File: config.mk
export PLATFORM = sky130hd
export DESIGN_NAME = md_wb_ctrl_flat
export DESIGN_NICKNAME = d
export VERILOG_FILES = /design/src/rtl/md_wb_ctrl_if.sv /design/src/rtl/md_wb_ctrl.sv /design/src/flat_wrapper.sv
export SDC_FILE = /design/constraint.sdc
export NUM_CORES = 1
export LEC_CHECK = 0
export BUFFER_PORTS_ARGS = -buffer_cell sky130_fd_sc_hd__buf_4
export CAP_MARGIN = 15
export CORE_ASPECT_RATIO = 0.75
export CORE_MARGIN = 3
export CORE_UTILIZATION = 46
export DETAILED_ROUTE_END_ITERATION = 8
export GPL_TIMING_DRIVEN = 0
export PLACE_DENSITY = 0.9
export SLEW_MARGIN = 20
export SYNTH_ARGS = -nofsm -noshare
export SYNTH_HDL_FRONTEND = slang
export SYNTH_SLANG_ARGS = --single-unit
File: constraint.sdc
create_clock -name clock -period 3.7 [get_ports clock]
set_input_delay 0.37 -clock clock [delete_from_list [all_inputs] [get_ports clock]]
set_output_delay 0.37 -clock clock [all_outputs]
set_load 0.1 [all_outputs]
File: src/rtl/md_wb_ctrl_if.sv
// Bundles the issue, multdiv, writeback and register-file signals of the
// mult/div sequencer. The controller takes the slave view, the driver the master view.
interface md_wb_ctrl_if;
  logic        issue_valid;
  logic        issue_isMult;
  logic        issue_isDiv;
  logic [4:0]  issue_rd;
  logic [31:0] issue_a;
  logic [31:0] issue_b;
  logic [4:0]  fd_rs1;
  logic [4:0]  fd_rs2;
  logic        md_ctrl_MULT;
  logic        md_ctrl_DIV;
  logic [31:0] md_a;
  logic [31:0] md_b;
  logic [31:0] md_result;
  logic        md_exception;
  logic        md_resultRDY;
  logic        wb_we_pipe;
  logic [4:0]  wb_reg_pipe;
  logic [31:0] wb_data_pipe;
  logic        rf_we;
  logic [4:0]  rf_reg;
  logic [31:0] rf_data;
  logic        stall;
  logic        busy;

  modport slave (
    input  issue_valid, issue_isMult, issue_isDiv, issue_rd, issue_a, issue_b,
    input  fd_rs1, fd_rs2,
    input  md_result, md_exception, md_resultRDY,
    input  wb_we_pipe, wb_reg_pipe, wb_data_pipe,
    output md_ctrl_MULT, md_ctrl_DIV, md_a, md_b,
    output rf_we, rf_reg, rf_data, stall, busy
  );

  modport master (
    output issue_valid, issue_isMult, issue_isDiv, issue_rd, issue_a, issue_b,
    output fd_rs1, fd_rs2,
    output md_result, md_exception, md_resultRDY,
    output wb_we_pipe, wb_reg_pipe, wb_data_pipe,
    input  md_ctrl_MULT, md_ctrl_DIV, md_a, md_b,
    input  rf_we, rf_reg, rf_data, stall, busy
  );
endinterface

File: src/rtl/md_wb_ctrl.sv
// Mult/div sequencer: launches the multdiv unit, tracks the in-flight
// destination for hazard stalls and shares the register-file write port
// with the MW-stage writeback path (which always has priority).
//
// state | meaning
// IDLE  | no mult/div in flight, accepting a legal issue
// RUN   | multdiv busy, counting cycles until ready or timeout
// WB    | result (or exception code) waiting for the write port
module md_wb_ctrl #(
  parameter int STATUS_REG    = 30,
  parameter int MULT_EXC_CODE = 4,
  parameter int DIV_EXC_CODE  = 5,
  parameter int MAX_CYCLES    = 40
) (
  input logic         clock,
  input logic         reset,
  md_wb_ctrl_if.slave bus
);

  localparam logic [1:0] S_IDLE = 2'd0;
  localparam logic [1:0] S_RUN  = 2'd1;
  localparam logic [1:0] S_WB   = 2'd2;
  localparam int CW = $clog2(MAX_CYCLES);
  localparam logic [CW-1:0] CNT_LAST = CW'(MAX_CYCLES - 1);
  localparam logic [4:0] ST_REG = 5'(STATUS_REG);

  logic [1:0]    state;
  logic [CW-1:0] cnt;
  logic [4:0]    rd_q;
  logic          op_mult;
  logic [31:0]   res_q;
  logic          exc_q;

  logic        legal_issue;
  logic        accept;
  logic        write_due;
  logic [31:0] exc_code;
  logic        rd_hazard;
  logic        st_hazard;

  assign legal_issue = bus.issue_valid & (bus.issue_isMult ^ bus.issue_isDiv);
  assign accept      = (state == S_IDLE) & legal_issue;
  // A clean result targeting r0 is simply dropped.
  assign write_due   = exc_q | (rd_q != 5'd0);
  assign exc_code    = op_mult ? 32'(MULT_EXC_CODE) : 32'(DIV_EXC_CODE);
  assign bus.busy    = (state != S_IDLE);

  assign rd_hazard = (rd_q != 5'd0) & ((bus.fd_rs1 == rd_q) | (bus.fd_rs2 == rd_q));
  // exc_q is cleared on issue, so it is only set once the exception is pending in WB.
  assign st_hazard = exc_q & ((bus.fd_rs1 == ST_REG) | (bus.fd_rs2 == ST_REG));
  assign bus.stall = bus.busy & (legal_issue | rd_hazard | st_hazard);

  // Sequencer state, operand/result latches and registered start pulses.
  always_ff @(posedge clock or posedge reset) begin
    if (reset) begin
      state            <= S_IDLE;
      cnt              <= '0;
      rd_q             <= 5'd0;
      op_mult          <= 1'b0;
      res_q            <= 32'd0;
      exc_q            <= 1'b0;
      bus.md_a         <= 32'd0;
      bus.md_b         <= 32'd0;
      bus.md_ctrl_MULT <= 1'b0;
      bus.md_ctrl_DIV  <= 1'b0;
    end else begin
      bus.md_ctrl_MULT <= accept & bus.issue_isMult;
      bus.md_ctrl_DIV  <= accept & bus.issue_isDiv;
      case (state)
        S_IDLE: begin
          if (accept) begin
            rd_q     <= bus.issue_rd;
            op_mult  <= bus.issue_isMult;
            bus.md_a <= bus.issue_a;
            bus.md_b <= bus.issue_b;
            cnt      <= '0;
            res_q    <= 32'd0;
            exc_q    <= 1'b0;
            state    <= S_RUN;
          end
        end
        S_RUN: begin
          cnt <= cnt + 1'b1;
          if (bus.md_resultRDY) begin
            res_q <= bus.md_result;
            exc_q <= bus.md_exception;
            state <= S_WB;
          end else if (cnt == CNT_LAST) begin
            exc_q <= 1'b1;
            state <= S_WB;
          end
        end
        S_WB: begin
          // Hold only while the pipeline owns the port and we still have a write.
          if (!write_due || !bus.wb_we_pipe) state <= S_IDLE;
        end
        default: state <= S_IDLE;
      endcase
    end
  end

  // Register-file write port: pipeline first, then the pending mult/div write.
  always_comb begin
    bus.rf_we   = 1'b0;
    bus.rf_reg  = 5'd0;
    bus.rf_data = 32'd0;
    if (bus.wb_we_pipe) begin
      bus.rf_we   = 1'b1;
      bus.rf_reg  = bus.wb_reg_pipe;
      bus.rf_data = bus.wb_data_pipe;
    end else if (state == S_WB && write_due) begin
      bus.rf_we   = 1'b1;
      bus.rf_reg  = exc_q ? ST_REG : rd_q;
      bus.rf_data = exc_q ? exc_code : res_q;
    end
  end

endmodule
File: src/flat_wrapper.sv
// flat-port wrapper written by rule: the top's interface ports become plain ports
module md_wb_ctrl_flat 
#(
  parameter int STATUS_REG    = 30,
  parameter int MULT_EXC_CODE = 4,
  parameter int DIV_EXC_CODE  = 5,
  parameter int MAX_CYCLES    = 40
)
  (clock, reset, bus_issue_valid, bus_issue_isMult, bus_issue_isDiv, bus_issue_rd, bus_issue_a, bus_issue_b, bus_fd_rs1, bus_fd_rs2, bus_md_result, bus_md_exception, bus_md_resultRDY, bus_wb_we_pipe, bus_wb_reg_pipe, bus_wb_data_pipe, bus_md_ctrl_MULT, bus_md_ctrl_DIV, bus_md_a, bus_md_b, bus_rf_we, bus_rf_reg, bus_rf_data, bus_stall, bus_busy);
  md_wb_ctrl_if bus_i ();
  input logic clock;
  input logic reset;
  input wire logic [$bits(bus_i.issue_valid)-1:0] bus_issue_valid;
  input wire logic [$bits(bus_i.issue_isMult)-1:0] bus_issue_isMult;
  input wire logic [$bits(bus_i.issue_isDiv)-1:0] bus_issue_isDiv;
  input wire logic [$bits(bus_i.issue_rd)-1:0] bus_issue_rd;
  input wire logic [$bits(bus_i.issue_a)-1:0] bus_issue_a;
  input wire logic [$bits(bus_i.issue_b)-1:0] bus_issue_b;
  input wire logic [$bits(bus_i.fd_rs1)-1:0] bus_fd_rs1;
  input wire logic [$bits(bus_i.fd_rs2)-1:0] bus_fd_rs2;
  input wire logic [$bits(bus_i.md_result)-1:0] bus_md_result;
  input wire logic [$bits(bus_i.md_exception)-1:0] bus_md_exception;
  input wire logic [$bits(bus_i.md_resultRDY)-1:0] bus_md_resultRDY;
  input wire logic [$bits(bus_i.wb_we_pipe)-1:0] bus_wb_we_pipe;
  input wire logic [$bits(bus_i.wb_reg_pipe)-1:0] bus_wb_reg_pipe;
  input wire logic [$bits(bus_i.wb_data_pipe)-1:0] bus_wb_data_pipe;
  output wire logic [$bits(bus_i.md_ctrl_MULT)-1:0] bus_md_ctrl_MULT;
  output wire logic [$bits(bus_i.md_ctrl_DIV)-1:0] bus_md_ctrl_DIV;
  output wire logic [$bits(bus_i.md_a)-1:0] bus_md_a;
  output wire logic [$bits(bus_i.md_b)-1:0] bus_md_b;
  output wire logic [$bits(bus_i.rf_we)-1:0] bus_rf_we;
  output wire logic [$bits(bus_i.rf_reg)-1:0] bus_rf_reg;
  output wire logic [$bits(bus_i.rf_data)-1:0] bus_rf_data;
  output wire logic [$bits(bus_i.stall)-1:0] bus_stall;
  output wire logic [$bits(bus_i.busy)-1:0] bus_busy;
  assign bus_i.issue_valid = bus_issue_valid;
  assign bus_i.issue_isMult = bus_issue_isMult;
  assign bus_i.issue_isDiv = bus_issue_isDiv;
  assign bus_i.issue_rd = bus_issue_rd;
  assign bus_i.issue_a = bus_issue_a;
  assign bus_i.issue_b = bus_issue_b;
  assign bus_i.fd_rs1 = bus_fd_rs1;
  assign bus_i.fd_rs2 = bus_fd_rs2;
  assign bus_i.md_result = bus_md_result;
  assign bus_i.md_exception = bus_md_exception;
  assign bus_i.md_resultRDY = bus_md_resultRDY;
  assign bus_i.wb_we_pipe = bus_wb_we_pipe;
  assign bus_i.wb_reg_pipe = bus_wb_reg_pipe;
  assign bus_i.wb_data_pipe = bus_wb_data_pipe;
  assign bus_md_ctrl_MULT = bus_i.md_ctrl_MULT;
  assign bus_md_ctrl_DIV = bus_i.md_ctrl_DIV;
  assign bus_md_a = bus_i.md_a;
  assign bus_md_b = bus_i.md_b;
  assign bus_rf_we = bus_i.rf_we;
  assign bus_rf_reg = bus_i.rf_reg;
  assign bus_rf_data = bus_i.rf_data;
  assign bus_stall = bus_i.stall;
  assign bus_busy = bus_i.busy;
  md_wb_ctrl #(.STATUS_REG(STATUS_REG), .MULT_EXC_CODE(MULT_EXC_CODE), .DIV_EXC_CODE(DIV_EXC_CODE), .MAX_CYCLES(MAX_CYCLES)) u_core (.clock(clock), .reset(reset), .bus(bus_i));
endmodule
## Word-level counts from Yosys, hierarchy flattened

Cells that the tools add are included.

| word-level totals | value |
|---|---|
| register bits | 113 |
| output and inout bits | 106 |
| logic and storage cells | 71 |

| operators by class | value |
|---|---|
| reduce and logical (&&, ||, !) cells | 13 |
| eq/ne operators | 11 |
| bitwise gates (word level) | 13 |
| multiplexer cells | 23 |
| add/sub/neg operators | 1 |

Operator list:

| cell | count |
|---|---|
| 2-to-1 mux 32 bit | 5 |
| one-hot mux 32 bit (2 select lines) | 1 |
| 2-to-1 mux 5 bit | 3 |
| one-hot mux 6 bit (2 select lines) | 1 |
| equality test 5 bit | 2 |
| equality test 5 bit (second input constant) | 2 |
| AND reduction 3 bit | 3 |
| 2-to-1 mux 2 bit | 4 |
| bitwise AND 1 bit | 7 |
| adder 6 x 1 -> 6 bit (second input constant) | 1 |
| equality test 6 bit (second input constant) | 1 |
| 2-to-1 mux 1 bit | 6 |
| 2-to-1 mux 6 bit | 1 |
| one-hot mux 2 bit (3 select lines) | 1 |
| OR 1 bit | 5 |
| nonzero test 5 bit | 1 |
| != test 2 x 1 -> 1 bit (second input constant) | 2 |
| AND reduction 2 bit | 2 |
| nonzero test 2 bit | 2 |
| != test 3 x 2 -> 1 bit (second input constant) | 1 |
| equality test 2 x 1 -> 1 bit (second input constant) | 1 |
| equality test 2 bit (second input constant) | 1 |
| zero test 1 bit | 2 |
| zero test 2 bit | 1 |
| other kinds (5) | 5 |

## Longest topological paths before layout

| depth | value |
|---|---|
| depth in word-level cells | 6 |
| gate-level depth with buffers | 6 |
| depth with buffers taken out | 5 |

## Worst setup path before layout

Ideal clock, no wire load.

| timing | value |
|---|---|
| path kind | register -> output |
| start point | reg u_core.state[0] |
| end point | out bus_rf_data[0] |
| cell stages (with the launch flop) | 4 |
| path slack | 0.196 ns |
| required time | 3.330 ns |
| arrival | 3.134 ns |
| buffers on the path | 0 |
| cells stage by stage | dfrtp_1 > nand2b_1 > o21bai_2 > o31ai_1 |

| on the way | value |
|---|---|
| cells in the longest elaborated chain, start to end | 4 |

RTL lines:

| item | line | source |
|---|---|---|
| start: declaration | md_wb_ctrl.sv:27 | `logic [1:0] state;` |
| start signal: assignment | md_wb_ctrl.sv:56 | `state <= S_IDLE;` |
| start signal: assignment | md_wb_ctrl.sv:79 | `state <= S_RUN;` |
| start signal: assignment | md_wb_ctrl.sv:87 | `state <= S_WB;` |
| equality test 2 bit | md_wb_ctrl.sv:111 | `end else if (state == S_WB && write_due) begin` |
| logical AND 1 bit | md_wb_ctrl.sv:111 |  |
| 2-to-1 mux 32 bit | md_wb_ctrl.sv:111 |  |
| 2-to-1 mux 32 bit | md_wb_ctrl.sv:107 | `if (bus.wb_we_pipe) begin` |
| end: declaration | flat_wrapper.sv:33 | `output wire logic [$bits(bus_i.rf_data)-1:0] bus_rf_data;` |

Every way passes these cells.

## Worst setup path in the final report

| timing | value |
|---|---|
| start point | reg u_core.state[0] |
| end point | out bus_rf_data[25] |

Same word-level chain as after synthesis.

==> out/metrics.cfg <==
[yosys]
ys_ff_latch = 113
syn_area_sq_um = 5215
yosys.area.top_type_share_pct = 54.22
yosys_warnings = 0
syn_area_per_cell_sq_um = 12.24
synth_cells = 426
syn_nets = 583
synthTopCellsByArea = dfrtp_1, mux2_2, mux2i_1
synth_cell_types = 38
ys_seq_area_share_pct = 54.22
yosysTopAreaCell = dfrtp_1

[grt]
grt_pass1_vias = 4633
grt_max_degree = 71
grt_util_all_layers_pct = 23.82
antenna_found_initial = 0
grt_pass1_wl_um = 23520
globalRoute.totalOverflow = 0

[route]
drtPass1Iterations = 5
route.detailed.drc = 0
drtIter0Drc = 251
drt-total-wl_um = 15060
routedWlPerCell_um = 17.51
vias = 4380
viasPerCell = 5.093
ant_nets = 0

[worst_setup_path]
worstSetupPathType = flop to output pin
slowest_stage = dfrtp_1
worstPathArrival_ns = 2.32
cp-start-kind = flop
path_cells = nand2b_1, a2111oi_4, buf_2, a22o_1, buf_4
cp_max_fo = 10
cp.required_ns = 3.33
critPathCaptureType = output pin
slowest_delay_ns = 0.45

[sta]
finalSetupViolCount = 0
max_freq_mhz = 371.6
period_minus_slack_ns = 2.691
hold_violations = 0
worstMarginPinSlew_ns = 0.5604
whs_ns = 0.1888
finClkSkew_ns = 0.01085
slew_viol_final = 0
maxSlewHeadroom_pct = 62.64
tns_ns = 0
fin_crit_sh_pct = 72.73
rsz0062_at_grt = no

[final_layout]
design_area_sq_um = 8013
antenna_cells = 0
drive_gt1_share_pct = 52.08
area_growth_pct = 53.65
nets = 864

[die]
rows = 33
chipWidth_um = 128.9
initial_utilization_pct = 47.48
dieArea_sq_um = 12660
core_area_sq_um = 10980
ios = 262
die_h_um = 98.21

[clocking]
cts-root-buf = clkbuf_16
clkSlewWorstSetupHoldPaths_ns = 0.05
cts.sinks = 113
htree_levels = 4
worstSkewPairLatency_ns = 0.40
numCtsBuffers = 17
cts_setup_buffers = 0
cts_tree = done
clock_path_buffers = 2

[placed_design]
hpwlAfterDp_um = 11650
placed_area_sq_um = 7375
portBuffers = 260
gp_congestion = 0.8695

[status]
outcome = finished, final reports clean

[flow_run]
maxCapViolCount = 0

[hold_path]
hold_path.class = primary input to flop

==> worst max-delay path, delay by kind of cell, from the launching register on <==
family	cells	cell delay, ns
simple gates	1	0.22
compound gates	2	0.65
buf+inv	2	0.62
flops	1	0.45
==> metal layers <==
metal  vias to the layer above  routed length, um  track usage, %
li1                       2047                  -               -
met2                       176               7833           40.80
met3                        26                773           4.757
met1                      2131               6101           29.10
met4                         0                346           10.49
met5                         -                  0               0
==> Yosys cell counts <==
cell type	count
nand4_1	5
buf_1	2
nand2_1	47
a2111oi_4	1
xor2_1	8
a21o_1	1
and3_2	1
nor2_1	11
a22o_1	31
buf_2	4
clkbuf_1	7
mux2i_1	32
a21oi_1	2
nand4b_1	1
ha_1	1
buf_8	3
and3_1	2
nand2b_1	2
nor3b_1	2
inv_1	36
xnor2_1	4
nor2b_1	1
a21oi_2	1
and2_2	1
a31oi_1	2
o21bai_2	1
mux2_1	10
buf_6	8
o31ai_1	9
a2bb2oi_1	1
o21ai_0	10
dfrtp_1	113
o22ai_1	1
nor3_4	1
nand2_4	1
nand3_1	1
mux2_2	59
nor3_1	3
==> registers in the layout (all words and copies together) (netlist names), 2 cells and up <==
signal	count
u_core.bus.md_a	32
u_core.bus.md_b	32
u_core.cnt	6
u_core.rd_q	5
u_core.res_q	32
u_core.state	2
==> cells in the final DEF (no fill, tap or decap), types with 2 or more instances in the layout <==
| cell type | n |
|---|---|
| clkbuf_1 | 7 |
| mux2_1 | 10 |
| buf_8 | 3 |
| a22o_1 | 31 |
| nor3_1 | 3 |
| clkinv_2 | 4 |
| a21oi_1 | 2 |
| inv_1 | 35 |
| xnor2_1 | 4 |
| nor2_1 | 11 |
| xor2_1 | 8 |
| buf_4 | 260 |
| and3_1 | 2 |
| clkbuf_16 | 17 |
| nor3b_1 | 2 |
| o31ai_1 | 9 |
| nand2_1 | 47 |
| nand4_1 | 5 |
| mux2i_1 | 32 |
| clkinvlp_4 | 3 |
| bufinv_16 | 4 |
| dfrtp_1 | 113 |
| nand2b_1 | 2 |
| o21ai_0 | 10 |
| buf_2 | 4 |
| a31oi_1 | 2 |
| clkinv_4 | 3 |
| buf_1 | 2 |
| buf_6 | 8 |
| mux2_2 | 59 |
==> cells by family (layout without fill, tap and decap cells) <==
logic type	count (synthesis)	after routing	synth area share, %
adder cells (fa/ha/maj)	1	1	0.2399
AND/OR/NAND/NOR	79	79	7.030
AO/OA/AOI/OAI	60	60	9.237
XOR/XNOR	12	12	2.015
multiplexers	101	101	21.04
buffers and inverters	60	354	6.214
flip-flops	113	113	54.22
==> stage by stage <==
step                util (%)  setup WS (ns)  instances
global route           72.96         0.8840        860
global placement       66.85        -0.7146        826
floorplan                  -         0.1962        426
CTS                    72.96          1.001        860
detailed placement     67.15          1.442        827
finish                 72.96          1.009        860
==> cell type report <==
class,instances,area [sq um]
Fill cell,751,2970
Inverter,36,140.1
Clock inverter,14,188.9
Multi-Input combinational cell,253,2063
Clock buffer,18,439.2
Tap cell,140,175.2
Buffer,24,188.9
Timing Repair Buffer,262,1989
Sequential cell,113,2828
==> worst paths after layout <==
check	start	endpoint	slack (ns)	depth (start not counted)
setup / recovery	u_core.state[0]$_DFFE_PP0P_	bus_rf_data[25]	1.01	5
hold / removal	bus_issue_rd[4]	u_core.rd_q[4]$_DFFE_PP0P_	0.19	2
setup reg to reg	u_core.state[1]$_DFFE_PP0P_	u_core.res_q[20]$_DFFE_PP0P_	1.89	6
hold reg to reg	u_core.bus.md_b[26]$_DFFE_PP0P_	u_core.bus.md_b[26]$_DFFE_PP0P_	0.49	1
max in group asynchronous	reset	u_core.state[1]$_DFFE_PP0P_	2.45	4
min in group asynchronous	reset	u_core.bus.md_b[11]$_DFFE_PP0P_	0.56	3
==> timing repair <==
item	in CTS	in global routing
setup endpoints to repair	0	0
hold buffers	1	0
resized for setup	0	0
hold endpoints to repair	43	0
Power is not shown: default switching activity piles up to over one toggle a cycle in this logic, so the estimate is an artifact.
